<file path="config.mk">
export PLATFORM = sky130hd
export DESIGN_NAME = coax_txrx_sequencer
export DESIGN_NICKNAME = d
export VERILOG_FILES = /design/src/rtl/coax_txrx_sequencer.sv
export SDC_FILE = /design/constraint.sdc
export NUM_CORES = 1
export LEC_CHECK = 0
export ABC_AREA = 1
export CORE_MARGIN = 1.5
export CORE_UTILIZATION = 50
export CTS_BUF_LIST = sky130_fd_sc_hd__clkbuf_8
export CTS_CLUSTER_DIAMETER = 120
export DETAILED_ROUTE_END_ITERATION = 16
export PLACE_DENSITY = 0.76
export SETUP_SLACK_MARGIN = 0.5
export SYNTH_ARGS = -nofsm -noshare
export SYNTH_HDL_FRONTEND = slang
export SYNTH_SLANG_ARGS = --single-unit
export TNS_END_PERCENT = 30
</file>
<file path="constraint.sdc">
create_clock -name clk -period 2.2 [get_ports clk]
set_clock_uncertainty 0.15 [all_clocks]
set_input_delay 0.44 -clock clk [delete_from_list [all_inputs] [get_ports clk]]
set_output_delay 0.44 -clock clk [all_outputs]
set_load 0.02 [all_outputs]
</file>
<file path="src/rtl/coax_txrx_sequencer.sv">
// rtl/coax_txrx_sequencer.sv - half-duplex coax transmit/turnaround/receive transaction sequencer
module coax_txrx_sequencer #(
  parameter int TURNAROUND_CLOCKS       = 32,
  parameter int RESPONSE_TIMEOUT_CLOCKS = 2048,
  parameter int TX_START_CLOCKS         = 8
) (
  input  logic       clk,
  input  logic       reset_n,
  input  logic       start,
  input  logic       expect_response,
  input  logic       abort,
  input  logic       tx_active,
  input  logic       tx_empty,
  input  logic       rx_active,
  input  logic       rx_error,
  output logic       tx_start_strobe,
  output logic       rx_reset,
  output logic       rx_enable,
  output logic       busy,
  output logic       done,
  output logic [2:0] status
);

  typedef enum logic [2:0] {
    S_IDLE, S_TX_ARM, S_TX_RUN, S_TURNAROUND, S_RX_WAIT, S_RX_RUN, S_DONE
  } state_t;

  localparam logic [2:0] ST_OK       = 3'd0;
  localparam logic [2:0] ST_NO_DATA  = 3'd1;
  localparam logic [2:0] ST_TIMEOUT  = 3'd2;
  localparam logic [2:0] ST_RX_ERROR = 3'd3;
  localparam logic [2:0] ST_ABORTED  = 3'd4;
  localparam logic [2:0] ST_TX_STALL = 3'd5;

  localparam int ARM_W = $clog2(TX_START_CLOCKS) + 1;
  localparam int TA_W  = $clog2(TURNAROUND_CLOCKS) + 1;
  localparam int TO_W  = $clog2(RESPONSE_TIMEOUT_CLOCKS) + 1;

  localparam logic [ARM_W-1:0] ARM_LAST = ARM_W'(TX_START_CLOCKS - 1);
  localparam logic [TA_W-1:0]  TA_LAST  = TA_W'(TURNAROUND_CLOCKS - 1);
  localparam logic [TO_W-1:0]  TO_LAST  = TO_W'(RESPONSE_TIMEOUT_CLOCKS - 1);

  state_t            state_q, state_d;
  logic [2:0]        status_q, status_d;
  logic [ARM_W-1:0]  arm_cnt;
  logic [TA_W-1:0]   ta_cnt;
  logic [TO_W-1:0]   to_cnt;
  logic              expect_q;
  logic              accept_tx;

  assign accept_tx = (state_q == S_IDLE) && start && !tx_empty;

  always_comb begin
    state_d  = state_q;
    status_d = status_q;
    unique case (state_q)
      S_IDLE: begin
        if (start) begin
          if (tx_empty) begin
            state_d  = S_DONE;
            status_d = ST_NO_DATA;
          end else begin
            state_d = S_TX_ARM;
          end
        end
      end
      S_TX_ARM: begin
        if (tx_active) begin
          state_d = S_TX_RUN;
        end else if (arm_cnt >= ARM_LAST) begin
          state_d  = S_DONE;
          status_d = ST_TX_STALL;
        end
      end
      S_TX_RUN: begin
        if (!tx_active) begin
          if (expect_q) begin
            state_d = S_TURNAROUND;
          end else begin
            state_d  = S_DONE;
            status_d = ST_OK;
          end
        end
      end
      S_TURNAROUND: begin
        if (ta_cnt >= TA_LAST) state_d = S_RX_WAIT;
      end
      S_RX_WAIT: begin
        // A frame starting on the timeout cycle still counts as a response.
        if (rx_error) begin
          state_d  = S_DONE;
          status_d = ST_RX_ERROR;
        end else if (rx_active) begin
          state_d = S_RX_RUN;
        end else if (to_cnt >= TO_LAST) begin
          state_d  = S_DONE;
          status_d = ST_TIMEOUT;
        end
      end
      S_RX_RUN: begin
        if (rx_error) begin
          state_d  = S_DONE;
          status_d = ST_RX_ERROR;
        end else if (!rx_active) begin
          state_d  = S_DONE;
          status_d = ST_OK;
        end
      end
      S_DONE:  state_d = S_IDLE;
      default: state_d = S_IDLE;
    endcase
    if (abort && (state_q != S_IDLE) && (state_q != S_DONE)) begin
      state_d  = S_DONE;
      status_d = ST_ABORTED;
    end
  end

  // Counters hold zero outside their own state, so every entry starts from zero.
  always_ff @(posedge clk or negedge reset_n) begin
    if (!reset_n) begin
      state_q         <= S_IDLE;
      status_q        <= ST_OK;
      arm_cnt         <= '0;
      ta_cnt          <= '0;
      to_cnt          <= '0;
      expect_q        <= 1'b0;
      tx_start_strobe <= 1'b0;
      rx_reset        <= 1'b0;
    end else begin
      state_q         <= state_d;
      status_q        <= status_d;
      tx_start_strobe <= accept_tx;
      rx_reset        <= accept_tx;
      if (accept_tx) expect_q <= expect_response;
      if (state_q == S_TX_ARM && state_d == S_TX_ARM) begin
        if (arm_cnt != '1) arm_cnt <= arm_cnt + 1'b1;
      end else begin
        arm_cnt <= '0;
      end
      if (state_q == S_TURNAROUND && state_d == S_TURNAROUND) begin
        if (ta_cnt != '1) ta_cnt <= ta_cnt + 1'b1;
      end else begin
        ta_cnt <= '0;
      end
      if (state_q == S_RX_WAIT && state_d == S_RX_WAIT) begin
        if (to_cnt != '1) to_cnt <= to_cnt + 1'b1;
      end else begin
        to_cnt <= '0;
      end
    end
  end

  assign busy      = (state_q != S_IDLE);
  assign done      = (state_q == S_DONE);
  assign rx_enable = (state_q == S_RX_WAIT) || (state_q == S_RX_RUN);
  assign status    = status_q;

endmodule

</file>
==> results.md, run 1 <==
- Status: completed
- F_max: 521 MHz
- # DRC: 0
- N_diodes: 0
- Critical path class: in -> reg
- Total Wirelength: 5.05 mm
- Most common cell after layout, fill and taps aside: nand2_1
- Fin. Hold Viols: 0
- CTS root buffer: clkbuf_8
- Largest net degree at the start of global routing: 31
- Post-route ant nets: 0
- Clock Latency Late Sink: 0.29 ns
- TNS Setup: 0 ns
- Initial antenna violation count: 0
- Worst Hold Class: reg -> reg
- FP Rows: 21
- Area Growth Syn to Fin: 43.4%
- Die Wd: 62.6 um
- Pwr Density: 983 mW/mm^2
- CTS sink cnt: 30
- Total I/O pin count: 17
- Synth Net Count: 258
- Input/output buffers: 16
- DR pass1 iterations: 6
- Mapped Cells: 246
- Nature of the critical path startpoint: primary input
- Routed len/inst: 14.6 um
- Total core area: 0.00336 mm^2
- Vias in the first global route: 1608
- Nets: 311
- CTS buffer count: 5
- CP Data Arrival Time: 1.99 ns
- Critical Path RT: 2.27 ns
- Crit-path cells: clkdlybuf4s50_1 > inv_1 > nand2_1 > nor2_2 > nor2_2 > nand3_2 > a21oi_2 > nand2_4 > clkbuf_16 > nor2_2
- # setup viols final: 0
- Placer Congestion: 0.870
- Total power: 2.50 mW
- DIE AREA: 0.00392 mm^2
- Leakage Power: 1.24 nW
- Yosys cell types: 22
- Starting Density: 52.8%
- Post-synthesis cell area: 0.00177 mm^2
- CP max FO: 6
- Total gr overflow: 0
- Most frequent cells in the layout: nand2_1, inv_1, buf_4, nor2_1, dfrtp_1
- Vias per cell: 5.27
- Slew @ Worst Pin: 0.383 ns
- Dpl hpwl: 2.52 mm
- CP max-delay cell: clkdlybuf4s50_1
- Final worst-path cycle share: 87.2%
- Slew Viols, Final: 0
- Initial DRC count: 155
- CTS tree: done
- H-tree levels: 2
- First-pass GRT wire length: 7.31 mm
- Via count: 1822
- CTS max path bufs: 2
- Clock slew at reported path FFs: 0.06 ns
- Slowest stage delay, CP: 0.49 ns
- Worst setup EP type: flop
- RSZ-0062 raised after global routing: yes
- Crit path buf inv count: 3
- Chip height: 62.6 um
- Post-synthesis register bit count: 30
- Placed cells: 312
- Register area share after synthesis: 42.3%
- Synth warn: 0
- Maxcap violations: 0
- Max VDD drop: 0.000480 V
- Min Clock Period, post-route: 1.92 ns
- Crit path max-delay family: buffers and inverters
- Syn avg cell area: 7.21 um^2
- Rel. slew slack: 74.5%
- Most used cell, CP: nor2_2
- Gr usage total: 23.6%
- Final non-filler cell total: 346
- Fraction of layout cells with a size suffix above 1: 34.0%
-- through the flow --
stage	setup slack [ns]	util, %	hold WS (ns)	cell area [um^2]
floorplan	0.501	-	-0.00559	1780
global route	0.209	75.6	0.348	2540
finish	0.282	75.6	0.319	2540
global placement	0.134	60.7	0.302	2040
CTS	0.355	69.5	0.323	2340
detailed placement	0.0773	60.7	0.308	2040
-- where the power goes --
part	internal (mW)	switching, mW	leakage (nW)	total, mW
registers	0.627	0.0835	0.404	0.710
logic	0.519	0.727	0.775	1.25
clock network	0.329	0.214	0.0607	0.543
total	1.48	1.02	1.24	2.50
-- path summary, 6_finish.rpt --
kind | startpoint | end | slack [ns] | cells past startpoint
worst min-delay path | status[2] | status[2] | 0.32 | 2
max in group asynchronous | reset_n | state_q[2] | 1.21 | 2
worst min register to register | status[2] | status[2] | 0.32 | 2
worst max register to register | state_q[0] | to_cnt[5] | 0.29 | 11
worst max-delay path | rx_error | to_cnt[5] | 0.28 | 10
min in group asynchronous | reset_n | to_cnt[9] | 0.39 | 2
-- worst register-to-register path: stages (launching register included) --
cell,delay (ns)
dfrtp_2,0.46
buf_4,0.16
nand3_4,0.12
inv_2,0.08
nand2_1,0.07
nand2_1,0.08
nor2_2,0.12
nand2_2,0.10
nor2_4,0.17
nand2_4,0.09
clkbuf_16,0.17
nor2_2,0.07
-- cells by family after synthesis --
group | Yosys count | synth area share, %
adders and majority gates | 3 | 2.12
buffers and inverters | 36 | 8.25
and+or+nand+nor | 146 | 37.0
xor gates and xnor gates | 5 | 2.47
DFF | 30 | 42.3
AOI/OAI and AO/OA | 26 | 7.83
-- per-layer routing --
metal	track usage [%]	share of wire [%]	vias up
met2	40.2	51	72
met4	8.33	3.7	0
met5	0	0	-
met3	5.95	5.8	19
li1	-	-	892
met1	29.1	39	839
-- repair_timing --
item | CTS | global route
setup endpoints to repair | 34 | 35
resized for setup | 43 | 30
buffers inserted | 16 | 9
gates cloned | 0 | 1
hold buffers | 0 | 0
pin swaps | 7 | 15
-- final cells by class --
cell class	count	area, um^2
clock buffers	5	68.8
clock inverters	3	37.5
fillers	233	820
inverters	34	135
multi-input cells	180	1060
flip-flops and latches	30	754
well taps	46	57.6
repair buffers	48	432
-- registers in the layout, indices dropped and copies added (netlist names) --
register,count
to_cnt,12
ta_cnt,6
arm_cnt,4
state_q,3
status,3
expect_q,1
rx_reset,1
-- synthesized netlist by cell type --
cell type	count	area [um^2]
a21o_1	1	7.51
a21oi_1	5	25.0
a31oi_1	1	6.26
buf_4	1	7.51
buf_6	1	11.3
dfrtp_1	30	751
ha_1	3	37.5
inv_1	30	113
inv_2	4	15.0
nand2_1	58	218
nand2_2	2	12.5
nand3_1	20	100
nand3_2	3	30.0
nand4_1	8	50.1
nor2_1	38	143
nor2_2	14	87.6
nor3_1	2	10.0
o211ai_1	2	15.0
o21ai_0	17	85.1
or2_2	1	6.26
xnor2_1	1	8.76
xor2_1	4	35.0
(Power assumes the default switching activity.)
==> run 2: changes to the inputs <==
- ABC_AREA: 1 -> 0
- CTS_CLUSTER_SIZE: not set -> 30
==> results.md, run 2 <==
- Pwr Density: 1030 mW/mm^2
- Biggest regs: to_cnt x12, ta_cnt x6, arm_cnt x4
- Area of the multi-input gates: 0.00128 mm^2
- Min Clock Period, post-route: 2.12 ns
- Routed len/inst: 20.3 um
- Syn avg cell area: 9.42 um^2
- Slew @ Worst Pin: 0.474 ns
- Synth warn: 0
- Leakage Power: 1.13 nW
- Total I/O pin count: 17
- H-tree levels: 2
- Maxcap violations: 0
- Post-route ant nets: 0
- Total core area: 0.00344 mm^2
- Clock Latency Late Sink: 0.29 ns
- Input/output buffers: 16
- Post-DP Area: 0.00220 mm^2
- Gr usage total: 25.2%
- Area Growth Syn to Fin: 47.4%
- Total power: 2.82 mW
- Crit-path cells: buf_4 > or4_4 > a211o_1 > o21a_4 > buf_6 > nor4_4
- Synth Net Count: 209
- Register area: 758 um^2
- CTS tree: done
- Slew Viols, Final: 0
- Most common cell after layout, fill and taps aside: buf_4
- CTS buffer count: 5
- CTS max path bufs: 2
- Placer Congestion: 0.811
- Top-count cell post-synth: dfrtp_1
- Vias per cell: 6.48
- Crit path max-delay family: simple AND/OR/NAND/NOR gates
- Total Wirelength: 6.01 mm
- Worst setup EP type: flop
- Initial DRC count: 252
- Via count: 1919
- First-pass GRT wire length: 7.95 mm
- Mapped Cells: 197
- Fillers: 191
- Max VDD drop: 0.000560 V
- Rel. slew slack: 68.2%
- Most frequent cells in the layout: buf_4, dfrtp_1, nor2_1, a21oi_1
- Total gr overflow: 0
- CP Data Arrival Time: 2.17 ns
- Chip height: 63.9 um
- CTS root buffer: clkbuf_8
- CP max FO: 6
- Largest net degree at the start of global routing: 31
- N_diodes: 0
- RSZ-0062 raised after global routing: yes
- Final worst-path cycle share: 96.4%
- Synth cell count leaders: dfrtp_1, a21oi_1, nor2_1
- Fin. Hold Viols: 0
- Yosys cell types: 50
- # DRC: 0
- Slowest stage delay, CP: 0.54 ns
- Top FF cell, synth: dfrtp_1
- Initial antenna violation count: 0
- Post-synthesis register bit count: 30
- Status: completed
- Nature of the critical path startpoint: flop
- Max reg flops: 12
- CP max-delay cell: or4_4
- Register area share after synthesis: 40.5%
- Post-synth EDFFs: 0
- CTS sink cnt: 30
- DIE AREA: 0.00409 mm^2
- Die Wd: 63.9 um
- Fraction of layout cells with a size suffix above 1: 40.4%
- Dpl hpwl: 2.85 mm
- Worst Hold Class: reg -> reg
- Nets: 261
- Register bank with the most flops: to_cnt
- Critical Path RT: 2.25 ns
- Critical path class: reg -> reg
- Clock slew at reported path FFs: 0.07 ns
- Post-synthesis async set-or-reset flop share: 100%
- FP Rows: 21
- Vias in the first global route: 1679
- Design area: 0.00274 mm^2
- Post-synthesis cell area: 0.00186 mm^2
- Post-synth top area share: 40.5%
- DR pass1 iterations: 5
- Synth area leaders: dfrtp_1, a21oi_1, nor3_1
- F_max: 471 MHz
- # setup viols final: 0
- Post-synth top area cell: dfrtp_1
- Crit path buf inv count: 2
- Starting Density: 53.9%
run 2: changes by cell type after synthesis, moves of 6 or more:
cell | previous run | this run
nor2_1 | 38 | 15
inv_1 | 30 | 9
clkbuf_1 | 0 | 6
nor2_2 | 14 | 1
a21oi_1 | 5 | 15
nor3_1 | 2 | 13
o21ai_0 | 17 | 7
a31oi_1 | 1 | 7
nand3_1 | 20 | 9
nand2_1 | 58 | 10
run 2: path summary, 6_finish.rpt:
path	start	endpoint	slack [ns]	cells past startpoint
setup / recovery	state_q[0]	to_cnt[9]	0.08	6
hold reg to reg	status[1]	status[1]	0.37	1
max in group asynchronous	reset_n	state_q[2]	1.19	2
hold / removal	status[1]	status[1]	0.37	1
setup reg to reg	state_q[0]	to_cnt[9]	0.08	6
min in group asynchronous	reset_n	to_cnt[11]	0.39	2
run 2: report_power, final:
group	switching, mW	internal, mW	leakage (nW)
combinational	0.845	0.724	0.674
clock	0.217	0.329	0.0607
sequential	0.0819	0.628	0.398
total	1.14	1.68	1.13
run 2: timing repair:
item                                    CTS  global route
buffers inserted                          6            13
endpoints found under the hold margin     0             0
gates cloned                              2             0
pin swaps                                 8            19
resized for setup                        29            42
endpoints found under the setup margin   36            36
hold buffers                              0             0
run 2: logic make-up after synthesis:
| group | share of synthesized area (%) |
|---|---|
| adder cells (fa/ha/maj) | 2.02 |
| XOR/XNOR | 3.30 |
| AND/OR/NAND/NOR | 24.7 |
| flip-flops | 40.5 |
| multiplexers | 2.23 |
| AO/OA/AOI/OAI | 21.6 |
| buffers and inverters | 5.60 |
run 2: stage by stage:
step           util (%)  hold WS, ns  worst slack [ns]  setup TNS (ns)  instances
2_1_floorplan         -     -0.00559             0.240               0        197
5_1_grt            79.5        0.377            0.0313               0        296
3_3_place_gp       64.0        0.314            -0.205           -1.82        267
3_5_place_dp       64.0        0.329            -0.244           -2.24        267
6_report           79.5        0.367            0.0787               0        296
4_1_cts            70.8        0.344             0.148               0        283
run 2: layer usage:
metal  part of all wire [%]  track usage [%]  vias up
li1                       -                -      848
met1                     41             30.8      916
met2                     48             41.7      116
met3                    6.9             7.04       39
met4                    4.2             10.3        0
met5                      0                0        -
run 2: final cells by class:
type / count / area share, %
multi-input cells: 148 / 46.8
repair buffers: 55 / 18.2
clock inverters: 3 / 1.37
clock buffers: 5 / 2.52
flip-flops and latches: 30 / 27.7
well taps: 46 / 2.10
inverters: 9 / 1.33
run 2: worst reg2reg max path: stages, from the launching register on:
cell,delay [ns]
dfrtp_2,0.43
buf_4,0.14
or4_4,0.54
a211o_1,0.31
o21a_4,0.21
buf_6,0.14
nor4_4,0.12
==> run 3: changes to the inputs <==
- ABC_AREA: 0 -> 1
==> results of run 3 <==
Final layout, timing and power as in run 1 (identical DEF).
